### src/rtl/i2s_pkg.sv
// Shared definitions for the I2S clock sequencer: FSM states, default
// clock ratios and the fixed 64-slot frame length.
package i2s_pkg;

   typedef enum logic [1:0] {
      ST_IDLE   = 2'd0,
      ST_WARMUP = 2'd1,
      ST_RUN    = 2'd2,
      ST_DRAIN  = 2'd3
   } i2s_state_e;

   localparam int DEF_MCLK_DIV    = 2;
   localparam int DEF_SCLK_RATIO  = 4;
   localparam int DEF_WARMUP_MCLK = 32;

   localparam int SLOT_COUNT = 64;
   localparam int SLOT_W     = $clog2(SLOT_COUNT);

   // SCLK and LRCK toggle only in these two states.
   function automatic logic is_active(input i2s_state_e s);
      return (s == ST_RUN) || (s == ST_DRAIN);
   endfunction

endpackage

### src/rtl/i2s_clock_sequencer.sv
// Generates MCLK/SCLK/LRCK and bit-slot strobes for an I2S PMOD from SYS_CLK,
// with an MCLK-only warm-up and a frame-aligned shutdown.
module i2s_clock_sequencer
   import i2s_pkg::*;
#(
   parameter int MCLK_DIV    = DEF_MCLK_DIV,
   parameter int SCLK_RATIO  = DEF_SCLK_RATIO,
   parameter int WARMUP_MCLK = DEF_WARMUP_MCLK
) (
   input  logic       SYS_CLK,
   input  logic       RST,
   input  logic       EN,
   output logic       MCLK,
   output logic       SCLK,
   output logic       LRCK,
   output logic       SCLK_RISE,
   output logic       SCLK_FALL,
   output logic       FRAME_START,
   output logic [5:0] SLOT,
   output logic       RUNNING,
   output logic [1:0] dbg_state
);

   localparam int P        = 2 * MCLK_DIV;
   localparam int S        = P * SCLK_RATIO;
   localparam int HALF     = S / 2;
   localparam int WARM_LEN = WARMUP_MCLK * P;
   localparam int MC_W     = $clog2(P);
   localparam int PH_W     = $clog2(S);
   localparam int WARM_W   = $clog2(WARM_LEN);

   // EN is a level request, not a handshake: it is sampled on every SYS_CLK
   // edge and a drop only takes effect at a frame boundary once running.

   i2s_state_e              state_q, state_d;
   logic [PH_W-1:0]         ph_q, ph_d;
   logic [SLOT_W-1:0]       slot_q, slot_d;
   logic [WARM_W-1:0]       warm_q, warm_d;
   logic [MC_W-1:0]         mc_q, mc_d, mc_inc;
   logic                    ph_wrap;
   logic                    frame_end;
   logic                    active_d;
   logic                    clocking_d;

   logic                    mclk_d;
   logic                    sclk_d;
   logic                    lrck_d;
   logic                    sclk_rise_d;
   logic                    sclk_fall_d;
   logic                    frame_start_d;
   logic                    running_d;

   assign dbg_state = state_q;

   always_comb begin
      state_d   = state_q;
      ph_d      = ph_q;
      slot_d    = slot_q;
      warm_d    = warm_q;
      mc_d      = mc_q;
      mc_inc    = (mc_q == MC_W'(P - 1)) ? '0 : mc_q + 1'b1;
      ph_wrap   = (ph_q == PH_W'(S - 1));
      frame_end = ph_wrap && (slot_q == SLOT_W'(SLOT_COUNT - 1));

      case (state_q)
         ST_IDLE: begin
            ph_d   = '0;
            slot_d = '0;
            warm_d = '0;
            mc_d   = '0;
            if (EN) begin
               state_d = ST_WARMUP;
            end
         end

         ST_WARMUP: begin
            if (!EN) begin
               state_d = ST_IDLE;
               ph_d    = '0;
               slot_d  = '0;
               warm_d  = '0;
               mc_d    = '0;
            end else begin
               mc_d = mc_inc;
               // Warm-up length is a whole number of MCLK periods, so mc is
               // back at 0 exactly when the first slot begins.
               if (warm_q == WARM_W'(WARM_LEN - 1)) begin
                  state_d = ST_RUN;
                  warm_d  = '0;
                  ph_d    = '0;
                  slot_d  = '0;
               end else begin
                  warm_d = warm_q + 1'b1;
               end
            end
         end

         ST_RUN, ST_DRAIN: begin
            if (frame_end && !EN) begin
               state_d = ST_IDLE;
               ph_d    = '0;
               slot_d  = '0;
               warm_d  = '0;
               mc_d    = '0;
            end else begin
               mc_d    = mc_inc;
               ph_d    = ph_wrap ? '0 : ph_q + 1'b1;
               slot_d  = ph_wrap ? slot_q + 1'b1 : slot_q;
               state_d = EN ? ST_RUN : ST_DRAIN;
            end
         end

         default: begin
            state_d = ST_IDLE;
            ph_d    = '0;
            slot_d  = '0;
            warm_d  = '0;
            mc_d    = '0;
         end
      endcase

      // Outputs are decoded from the next state so the output flops line up
      // with the state they describe.
      active_d      = is_active(state_d);
      clocking_d    = active_d || (state_d == ST_WARMUP);
      mclk_d        = clocking_d && (mc_d >= MC_W'(MCLK_DIV));
      sclk_d        = active_d && (ph_d >= PH_W'(HALF));
      lrck_d        = active_d && slot_d[SLOT_W-1];
      sclk_rise_d   = active_d && (ph_d == PH_W'(HALF));
      sclk_fall_d   = active_d && (ph_d == '0);
      frame_start_d = sclk_fall_d && (slot_d == '0);
      running_d     = active_d;
   end

   always_ff @(posedge SYS_CLK) begin
      if (RST) begin
         state_q     <= ST_IDLE;
         ph_q        <= '0;
         slot_q      <= '0;
         warm_q      <= '0;
         mc_q        <= '0;
         MCLK        <= 1'b0;
         SCLK        <= 1'b0;
         LRCK        <= 1'b0;
         SCLK_RISE   <= 1'b0;
         SCLK_FALL   <= 1'b0;
         FRAME_START <= 1'b0;
         SLOT        <= '0;
         RUNNING     <= 1'b0;
      end else begin
         state_q     <= state_d;
         ph_q        <= ph_d;
         slot_q      <= slot_d;
         warm_q      <= warm_d;
         mc_q        <= mc_d;
         MCLK        <= mclk_d;
         SCLK        <= sclk_d;
         LRCK        <= lrck_d;
         SCLK_RISE   <= sclk_rise_d;
         SCLK_FALL   <= sclk_fall_d;
         FRAME_START <= frame_start_d;
         SLOT        <= active_d ? slot_d : '0;
         RUNNING     <= running_d;
      end
   end

endmodule

### config.mk
export PLATFORM = sky130hd
export DESIGN_NAME = i2s_clock_sequencer
export DESIGN_NICKNAME = d
export VERILOG_FILES = /design/src/rtl/i2s_pkg.sv /design/src/rtl/i2s_clock_sequencer.sv
export SDC_FILE = /design/constraint.sdc
export NUM_CORES = 1
export LEC_CHECK = 0
export ABC_AREA = 0
export CAP_MARGIN = 20
export CORE_MARGIN = 10
export CORE_UTILIZATION = 45
export CTS_CLUSTER_SIZE = 8
export DETAILED_ROUTE_END_ITERATION = 10
export PLACE_DENSITY = 0.75
export SLEW_MARGIN = 20
export SYNTH_ARGS = -nofsm -noshare
export SYNTH_HDL_FRONTEND = slang
export SYNTH_SLANG_ARGS = --single-unit
### constraint.sdc
create_clock -name SYS_CLK -period 2.1 [get_ports SYS_CLK]
set_clock_uncertainty 0.2 [all_clocks]
set_input_delay 0.42 -clock SYS_CLK [delete_from_list [all_inputs] [get_ports SYS_CLK]]
set_output_delay 0.42 -clock SYS_CLK [all_outputs]
set_load 0.02 [all_outputs]
==> flow_metrics.tcl, run 1 <==
set metrics [dict create \
    status "finished clean" \
    insertion_delay_ps 340 \
    rows 20 \
    finalNetCount 211 \
    postCtsHoldBufs 0 \
    antenna_found_initial 0 \
    power.total_mw 1.02 \
    synth_nets 170 \
    synth_area_leaders "dfxtp_1 46%, nor2_1 7.7%, ha_1 3.5%" \
    fin_ws_ps 68.4 \
    cp.arrival_ps 1410 \
    start_util 0.470 \
    syn_area_um2 1420 \
    drc 0 \
    vias 1318 \
    clk_path_buf_depth 2 \
    die_h_um 76.2 \
    routabilityCongestion 0.890 \
    root_buffer "clkbuf_4" \
    ys_ff_latch 33 \
    synth.top_cell.area_share 0.464 \
    core_um2 3030 \
    p_switching_mw 0.216 \
    swShare 0.213 \
    area_delta_synth_final_pct 36.9 \
    yosys.area.top_type "dfxtp_1" \
    synth_compound_area_frac 0.178 \
    post-synth-top-count-cell "dfxtp_1" \
    crit_fanout 6 \
    crit_path_start_kind "flop" \
    drt-total-wl_um 3430 \
    viasPerCell 5.31 \
    min_path_type "flop to flop" \
    ys_warn_count 0 \
    io_buffers 17 \
    synthCells 163 \
    min_from "mc_q[0]$_SDFF_PP0_" \
    slew_headroom 0.770 \
    synth.distinct_cells 41 \
    drv_slew 0 \
    ioPinCount 18 \
    die_x_um 76.2 \
    crit_chain "clkdlybuf4s50_1" \
    nFillCells 278 \
    holdWs_ps 250 \
    slowest_stage "clkdlybuf4s50_1" \
    rrSetupSlack_ps 110 \
    ant_nets 0 \
    grt_pass1_wl_um 5490 \
    worstPathRequired_ps 1480 \
    synth_xor_area_frac 0.0431 \
    synthSimpleGateAreaFrac 0.221 \
    grt_max_degree 15 \
    synth_seq_area_share 0.464 \
    synthTopCellsByCount "33 x dfxtp_1, 29 x nor2_1, 13 x nand2_1" \
    drtIter0Drc 102 \
    synth_edf_count 0 \
    synth_area_per_cell_um2 8.73 \
    period_minus_slack_ps 2030 \
    comb_power_share 0.034 \
    grt_pass1_vias 1193 \
    end_kind "output port" \
    htreeDepth 2 \
    cpPeakStageDelay_ps 640 \
    rsz0062_at_grt "yes" \
    p_int_mw 0.800 \
    power_frac_seq 0.618 \
    synthAdderAreaFrac 0.0352 \
    cp_top_family "buffers and inverters" \
    grt.total_usage 0.116 \
    preCtsSetupSlack_ps -297 \
    drt_first_pass_iters 4 \
    fin_util 0.643 \
    drive_gt1_frac 0.230 \
    synth.area.mux_share 0.00704 \
    critPathLaunch "dbg_state[0]$_SDFF_PP0_" \
    clkTransAtPathRegs_ps 90 \
    reg2reg_from "warm_q[0]$_SDFFE_PP0P_" \
    wl_per_cell_um 13.8 \
    max_cap_viol_count 0 \
    hold_viol_final 0 \
    p_leak_nw 0.753 \
    clkPwrFrac 0.349 \
    diodes 0 \
    timing.fmax_mhz 492 \
    synth_top_family_by_area "simple AND/OR/NAND/NOR gates" \
    cts_tree "yes" \
    power.density_nw_per_um2 522 \
    grt_remaining_overflow 0 \
    async_reset_ff_frac 0 \
    regArea_um2 671 \
    yosys_most_used_dff "dfxtp_1" \
    setup_viol 0 \
    cts_buffers 5 \
    finalCritPeriodShare 0.967 \
    critPathKind "flop to output port" \
    tightest_slew_ps 346 \
    hpwlAfterDp_um 2470 \
    place.detailed.instances 240 \
    numClockSinks 33 \
    ir_worst_vdd_mv 0.337 \
    multi_input_area_um2 774 \
    die-area_um2 5810 \
    fin_cells 248 \
    worstPathBufferInverterCount 1 \
]
routing by layer:
metal  GRT usage  wire length, µm  vias to the layer above
met5           0                0                        -
met4      0.0669               68                        0
met3      0.0483              257                        9
met2       0.194             1690                       43
met1       0.120             1420                      616
li1            -                -                      650
logic make-up after synthesis:
logic type | Yosys count
adders and majority gates | 4
muxes | 1
DFF | 33
AOI/OAI and AO/OA | 38
and+or+nand+nor | 65
buffers and inverters | 15
xor gates and xnor gates | 7
power by group through the flow:
stage	Combinational, mW	Clock (mW)	Sequential [mW]
after floorplan	0.0114	0	0.645
after global placement	0.0331	0	0.644
after detailed placement	0.0339	0	0.644
after CTS	0.0341	0.365	0.629
after global routing	0.0369	0.389	0.628
final	0.0341	0.354	0.627
worst paths after layout:
path | to | cells after the start
worst max-delay path | dbg_state[0] | 1
worst min-delay path | mc_q[0]$_SDFF_PP0_ | 1
worst max register to register | FRAME_START$_SDFF_PP0_ | 7
worst min register to register | mc_q[0]$_SDFF_PP0_ | 1
per-stage QoR:
stage	cell area, µm²	TNS (ps)
after detailed placement	1810	-4050
after CTS	1890	0
after floorplan	1450	0
after global placement	1810	-2580
final	1950	0
after global routing	1950	-30.2
layout make-up:
class / instances / area share
flip-flops and latches: 33 / 0.344
inverters: 6 / 0.0116
clock buffers: 7 / 0.0283
multi-input cells: 115 / 0.398
repair buffers: 43 / 0.190
well taps: 44 / 0.0283
flip-flops by register name (all words and copies together), names as in the netlist:
register / cells
RUNNING: 1
SCLK_RISE: 1
SCLK_FALL: 1
SLOT: 6
slot_q: 6
warm_q: 7
SCLK: 1
FRAME_START: 1
ph_q: 4
dbg_state: 1
mc_q: 2
MCLK: 1
LRCK: 1
cell usage in the layout (no fill, tap or decap), types with 2 or more instances in the layout:
| cell type | instances |
|---|---|
| nand4_1 | 2 |
| ha_4 | 2 |
| and3_1 | 2 |
| o21ai_0 | 7 |
| dlygate4sd2_1 | 2 |
| xor2_1 | 5 |
| o31a_1 | 2 |
| dfxtp_4 | 2 |
| a211oi_1 | 2 |
| buf_4 | 25 |
| a21o_1 | 2 |
| nand2_1 | 12 |
| nor2b_1 | 2 |
| dfxtp_1 | 29 |
| a22oi_1 | 4 |
| dfxtp_2 | 2 |
| xnor2_1 | 2 |
| clkbuf_4 | 5 |
| and3_4 | 2 |
| and2_1 | 2 |
| clkdlybuf4s50_1 | 14 |
| nand3_4 | 2 |
| nor2_1 | 29 |
| a31oi_1 | 2 |
| a21oi_1 | 7 |
| nand3_1 | 3 |
| inv_1 | 6 |
what timing repair did:
action                     in CTS  in global routing
gates resized for setup         7                 12
setup endpoints to repair      18                 15
setup buffers                   0                  1
pin swaps                       0                  4
Power figures use the tool's default switching activity.
==> run 2: changes to the inputs <==
CTS_BUF_LIST = sky130_fd_sc_hd__clkbuf_2   (was not set)
SLEW_MARGIN = not set   (was 20)
==> flow_metrics.tcl, run 2 (synthesis results as in run 1) <==
set metrics [dict create \
    viasPerCell 5.19 \
    timing.fmax_mhz 494 \
    clk_path_buf_depth 2 \
    power.total_mw 0.932 \
    ant_nets 0 \
    core_um2 3030 \
    rows 20 \
    timing.rr.end "FRAME_START$_SDFF_PP0_" \
    diodes 0 \
    grt.total_usage 0.112 \
    crit_path_start_kind "flop" \
    fin_ws_ps 74.3 \
    top_regs "warm_q (7), SLOT (6), slot_q (6)" \
    drtIter0Drc 106 \
    critPathKind "flop to flop" \
    drive_gt1_frac 0.227 \
    grt_pass1_vias 1170 \
    die_h_um 76.2 \
    mostFrequentLayoutCell "nor2_1" \
    root_buffer "clkbuf_2" \
    period_minus_slack_ps 2030 \
    worstRegToRegCells 7 \
    slew_headroom 0.773 \
    rrSetupSlack_ps 70 \
    setup_viol 0 \
    worstPathRequired_ps 2190 \
    hold_path_end "mc_q[0]$_SDFF_PP0_" \
    end_kind "flop" \
    die_x_um 76.2 \
    drt-total-wl_um 3280 \
    clkTransAtPathRegs_ps 160 \
    setup_tns_ps 0 \
    grt_remaining_overflow 0 \
    wl_per_cell_um 13.3 \
    p_leak_nw 0.751 \
    status "finished clean" \
    largest_reg_flops 7 \
    min_path_cells 1 \
    area_delta_synth_final_pct 34.3 \
    max_cap_viol_count 0 \
    tightest_slew_ps 340 \
    die-area_um2 5810 \
    power.density_nw_per_um2 488 \
    reg2reg_from "warm_q[0]$_SDFFE_PP0P_" \
    hold_viol_final 0 \
    cts_tree "yes" \
    preCtsSetupSlack_ps -297 \
    holdWs_ps 247 \
    crit_fanout 7 \
    routabilityCongestion 0.890 \
    drt_first_pass_iters 4 \
    insertion_delay_ps 360 \
    finalNetCount 210 \
    post_cts.repair.setup_buffers 0 \
    final_cell_mix "29 x nor2_1, 28 x dfxtp_1, 25 x buf_4, 14 x clkdlybuf4s50_1, 12 x nand2_1" \
    grt_pass1_wl_um 5350 \
    cts_buffers 5 \
    numClockSinks 33 \
    drc 0 \
    htreeDepth 2 \
    vias 1283 \
    grt_max_degree 15 \
    drv_slew 0 \
    ir_worst_vdd_mv 0.356 \
    ioPinCount 18 \
    antenna_found_initial 0 \
    post_dp_cell_area_um2 1810 \
    min_from "mc_q[0]$_SDFF_PP0_" \
    cp.arrival_ps 2110 \
    start_util 0.470 \
    regMostFlops "warm_q" \
    rsz0062_at_grt "yes" \
    min_path_type "flop to flop" \
    fin_area_um2 1910 \
    finalCritPeriodShare 0.965 \
    io_buffers 17 \
    hpwlAfterDp_um 2470 \
]
## run 2: cell types whose count changed in the layout (fill, tap and decap cells not counted), sizes merged
cell,delta
clkinv,+1
clkbuf,-1
buf,-1
## run 2: cell type report
class | instances | area [µm²]
Multi-Input combinational cell | 115 | 769
Timing Repair Buffer | 42 | 358
Sequential cell | 33 | 672
Fill cell | 281 | 1120
Inverter | 6 | 22.5
Clock buffer | 6 | 30.0
Clock inverter | 1 | 3.75
Tap cell | 44 | 55.1
## run 2: where the power goes
part / internal [mW] / leakage, nW / switching, mW
clock: 0.0777 / 0.0265 / 0.192
sequential: 0.626 / 0.269 / 0.00247
combinational: 0.0172 / 0.455 / 0.0167
total: 0.721 / 0.751 / 0.212
## run 2: how the worst max path moves through the flow
stage	startpoint	endpoint	slack [ps]	cells after the start
after floorplan	ph_q[0]$_SDFF_PP0_	FRAME_START$_SDFF_PP0_	40	8
after global placement	EN	warm_q[5]$_SDFFE_PP0P_	-210	8
after detailed placement	EN	warm_q[5]$_SDFFE_PP0P_	-300	8
after CTS	slot_q[0]$_SDFF_PP0_	warm_q[5]$_SDFFE_PP0P_	8	8
after global routing	warm_q[0]$_SDFFE_PP0P_	FRAME_START$_SDFF_PP0_	-70	7
final	warm_q[0]$_SDFFE_PP0P_	FRAME_START$_SDFF_PP0_	70	7
## run 2: what timing repair did
action	CTS	global route
setup endpoints to repair	18	13
hold buffers	0	0
resized for setup	6	12
## run 2: metal layers
layer / vias up / wire length (µm) / global-route usage
met1: 598 / 1430 / 0.121
met3: 7 / 177 / 0.0460
li1: 651 / - / -
met2: 27 / 1630 / 0.189
met5: - / 0 / 0
met4: 0 / 44 / 0.0446
## run 2: worst max-delay path, stage by stage, from the launching register on
cell and delay (ps):
dfxtp_4 400, ha_4 130, and3_4 230, a41oi_2 110, or3_1 350, and4bb_1 330
nand2_2 80, nor4_2 140
## run 2: metrics by stage
step | util | cells
floorplan | - | 163
global placement | 0.598 | 240
detailed placement | 0.598 | 240
CTS | 0.613 | 247
global route | 0.631 | 247
finish | 0.631 | 247
==> run 3: changes to the inputs <==
CORE_UTILIZATION = 51   (was 45)
GPL_TIMING_DRIVEN = 0   (was not set)
PLACE_DENSITY = 0.82   (was 0.75)
==> flow_metrics.tcl, run 3 (synthesis results as in run 1) <==
set metrics [dict create \
    cpPeakStageDelay_ps 390 \
    start_util 0.525 \
    hold_viol_final 0 \
    slowest_stage "dfxtp_4" \
    ir_worst_vdd_mv 0.693 \
    insertion_delay_ps 390 \
    routabilityCongestion 0.909 \
    crit_chain "ha_2 > nand3_4 > nor3_1 > or3_1 > and4bb_1 > nand2_2 > buf_4 > inv_1" \
    finalCritPeriodShare 0.971 \
    regMostFlops "warm_q" \
    die_h_um 72.8 \
    worstPathBufferInverterCount 2 \
    diodes 0 \
    fin_util 0.719 \
    io_buffers 17 \
    clk_path_buf_depth 2 \
    cts_buffers 5 \
    largest_reg_flops 7 \
    antenna_found_initial 0 \
    final_cell_mix "29 x nor2_1, 23 x dfxtp_1, 14 x buf_4, 13 x clkdlybuf4s50_1, 12 x nand2_1" \
    cp.arrival_ps 2190 \
    timing.fmax_mhz 490 \
    min_path_cells 1 \
    grt_remaining_overflow 0 \
    holdWs_ps 243 \
    crit_fanout 6 \
    ioPinCount 18 \
    power.density_nw_per_um2 615 \
    top_regs "warm_q (7), SLOT (6), slot_q (6)" \
    period_minus_slack_ps 2040 \
    worstPathRequired_ps 2250 \
    finalNetCount 204 \
    drive_gt1_frac 0.263 \
    nFillCells 217 \
    cp.depth 8 \
    drtIter0Drc 106 \
    core_um2 2710 \
    drc 0 \
    p_leak_nw 0.766 \
    viasPerCell 5.66 \
    die_x_um 72.8 \
    end_kind "flop" \
    ant_nets 0 \
    rsz0062_at_grt "yes" \
    grt_pass1_wl_um 5910 \
    cp_top_family "simple AND/OR/NAND/NOR gates" \
    endpoint "SCLK_FALL$_SDFF_PP0_" \
    status "finished clean" \
    rows 19 \
    area_delta_synth_final_pct 37.0 \
    slew_headroom 0.691 \
    fin_cells 229 \
    grt_pass1_vias 1298 \
    root_buffer "clkbuf_2" \
    cts_tree "yes" \
    htreeDepth 2 \
    max_cap_viol_count 0 \
    worstRegToRegCells 8 \
    crit_path_start_kind "flop" \
    reg2reg_from "slot_q[0]$_SDFF_PP0_" \
    clkTransAtPathRegs_ps 170 \
    grt.total_usage 0.142 \
    die-area_um2 5300 \
    setup_viol 0 \
    drt-total-wl_um 3570 \
    drv_slew 0 \
    hpwlAfterDp_um 2380 \
    power.total_mw 1.20 \
    numClockSinks 33 \
    rrSetupSlack_ps 60 \
    critPathLaunch "slot_q[0]$_SDFF_PP0_" \
    min_path_type "flop to flop" \
    critPathKind "flop to flop" \
    mostFrequentLayoutCell "nor2_1" \
    place.detailed.instances 211 \
    grt_max_degree 12 \
    drt_first_pass_iters 4 \
    wl_per_cell_um 15.6 \
    timing.rr.end "SCLK_FALL$_SDFF_PP0_" \
    vias 1295 \
    tightest_slew_ps 463 \
]
run 3: cell count changes in the layout (fill, tap and decap cells not counted), sizes merged:
cell / change
buf: -10
clkdlybuf4s50: -1
dlygate4sd2: -1
bufinv: +2
clkbuf: +3
dlymetal6s2s: +2
run 3: worst min path at each step:
stage | start | endpoint
finish | mc_q[0]$_SDFF_PP0_ | mc_q[0]$_SDFF_PP0_
global route | mc_q[0]$_SDFF_PP0_ | mc_q[0]$_SDFF_PP0_
CTS | mc_q[0]$_SDFF_PP0_ | mc_q[0]$_SDFF_PP0_
detailed placement | mc_q[0]$_SDFF_PP0_ | mc_q[0]$_SDFF_PP0_
global placement | mc_q[0]$_SDFF_PP0_ | mc_q[0]$_SDFF_PP0_
floorplan | mc_q[0]$_SDFF_PP0_ | mc_q[0]$_SDFF_PP0_
run 3: where the power goes:
| part | internal [mW] | switching [mW] |
|---|---|---|
| Combinational | 0.0119 | 0.0173 |
| Sequential | 0.626 | 0.00305 |
| Clock | 0.319 | 0.222 |
run 3: final cells by class:
class,instances,area [µm²],share of cell area
clock inverters,3,65.1,0.0334
plain buffers,6,38.8,0.0199
repair buffers,30,274,0.141
clock buffers,5,25.0,0.0128
multi-input cells,115,807,0.414
flip-flops and latches,33,678,0.348
well taps,31,38.8,0.0199
inverters,6,22.5,0.0116
run 3: repair_timing:
| item | CTS | global route |
|---|---|---|
| hold buffers | 0 | 0 |
| resized for setup | 16 | 23 |
| gates cloned | 0 | 0 |
| buffers inserted | 8 | 5 |
| pin swaps | 5 | 6 |
| setup endpoints to repair | 27 | 20 |
run 3: metal layers:
layer | share of wire | GRT usage
met2 | 0.48 | 0.244
met4 | 0.030 | 0.0886
met5 | 0 | 0
met1 | 0.43 | 0.145
met3 | 0.060 | 0.0490
run 3: through the flow:
stage | instance area [µm²] | TNS [ps] | setup slack [ps]
2_1_floorplan | 1450 | 0 | 38.9
4_1_cts | 1860 | -122 | -89.6
3_3_place_gp | 1660 | -16520 | -734
6_report | 1950 | 0 | 61.2
3_5_place_dp | 1660 | -17000 | -731
5_1_grt | 1950 | -37.8 | -37.8
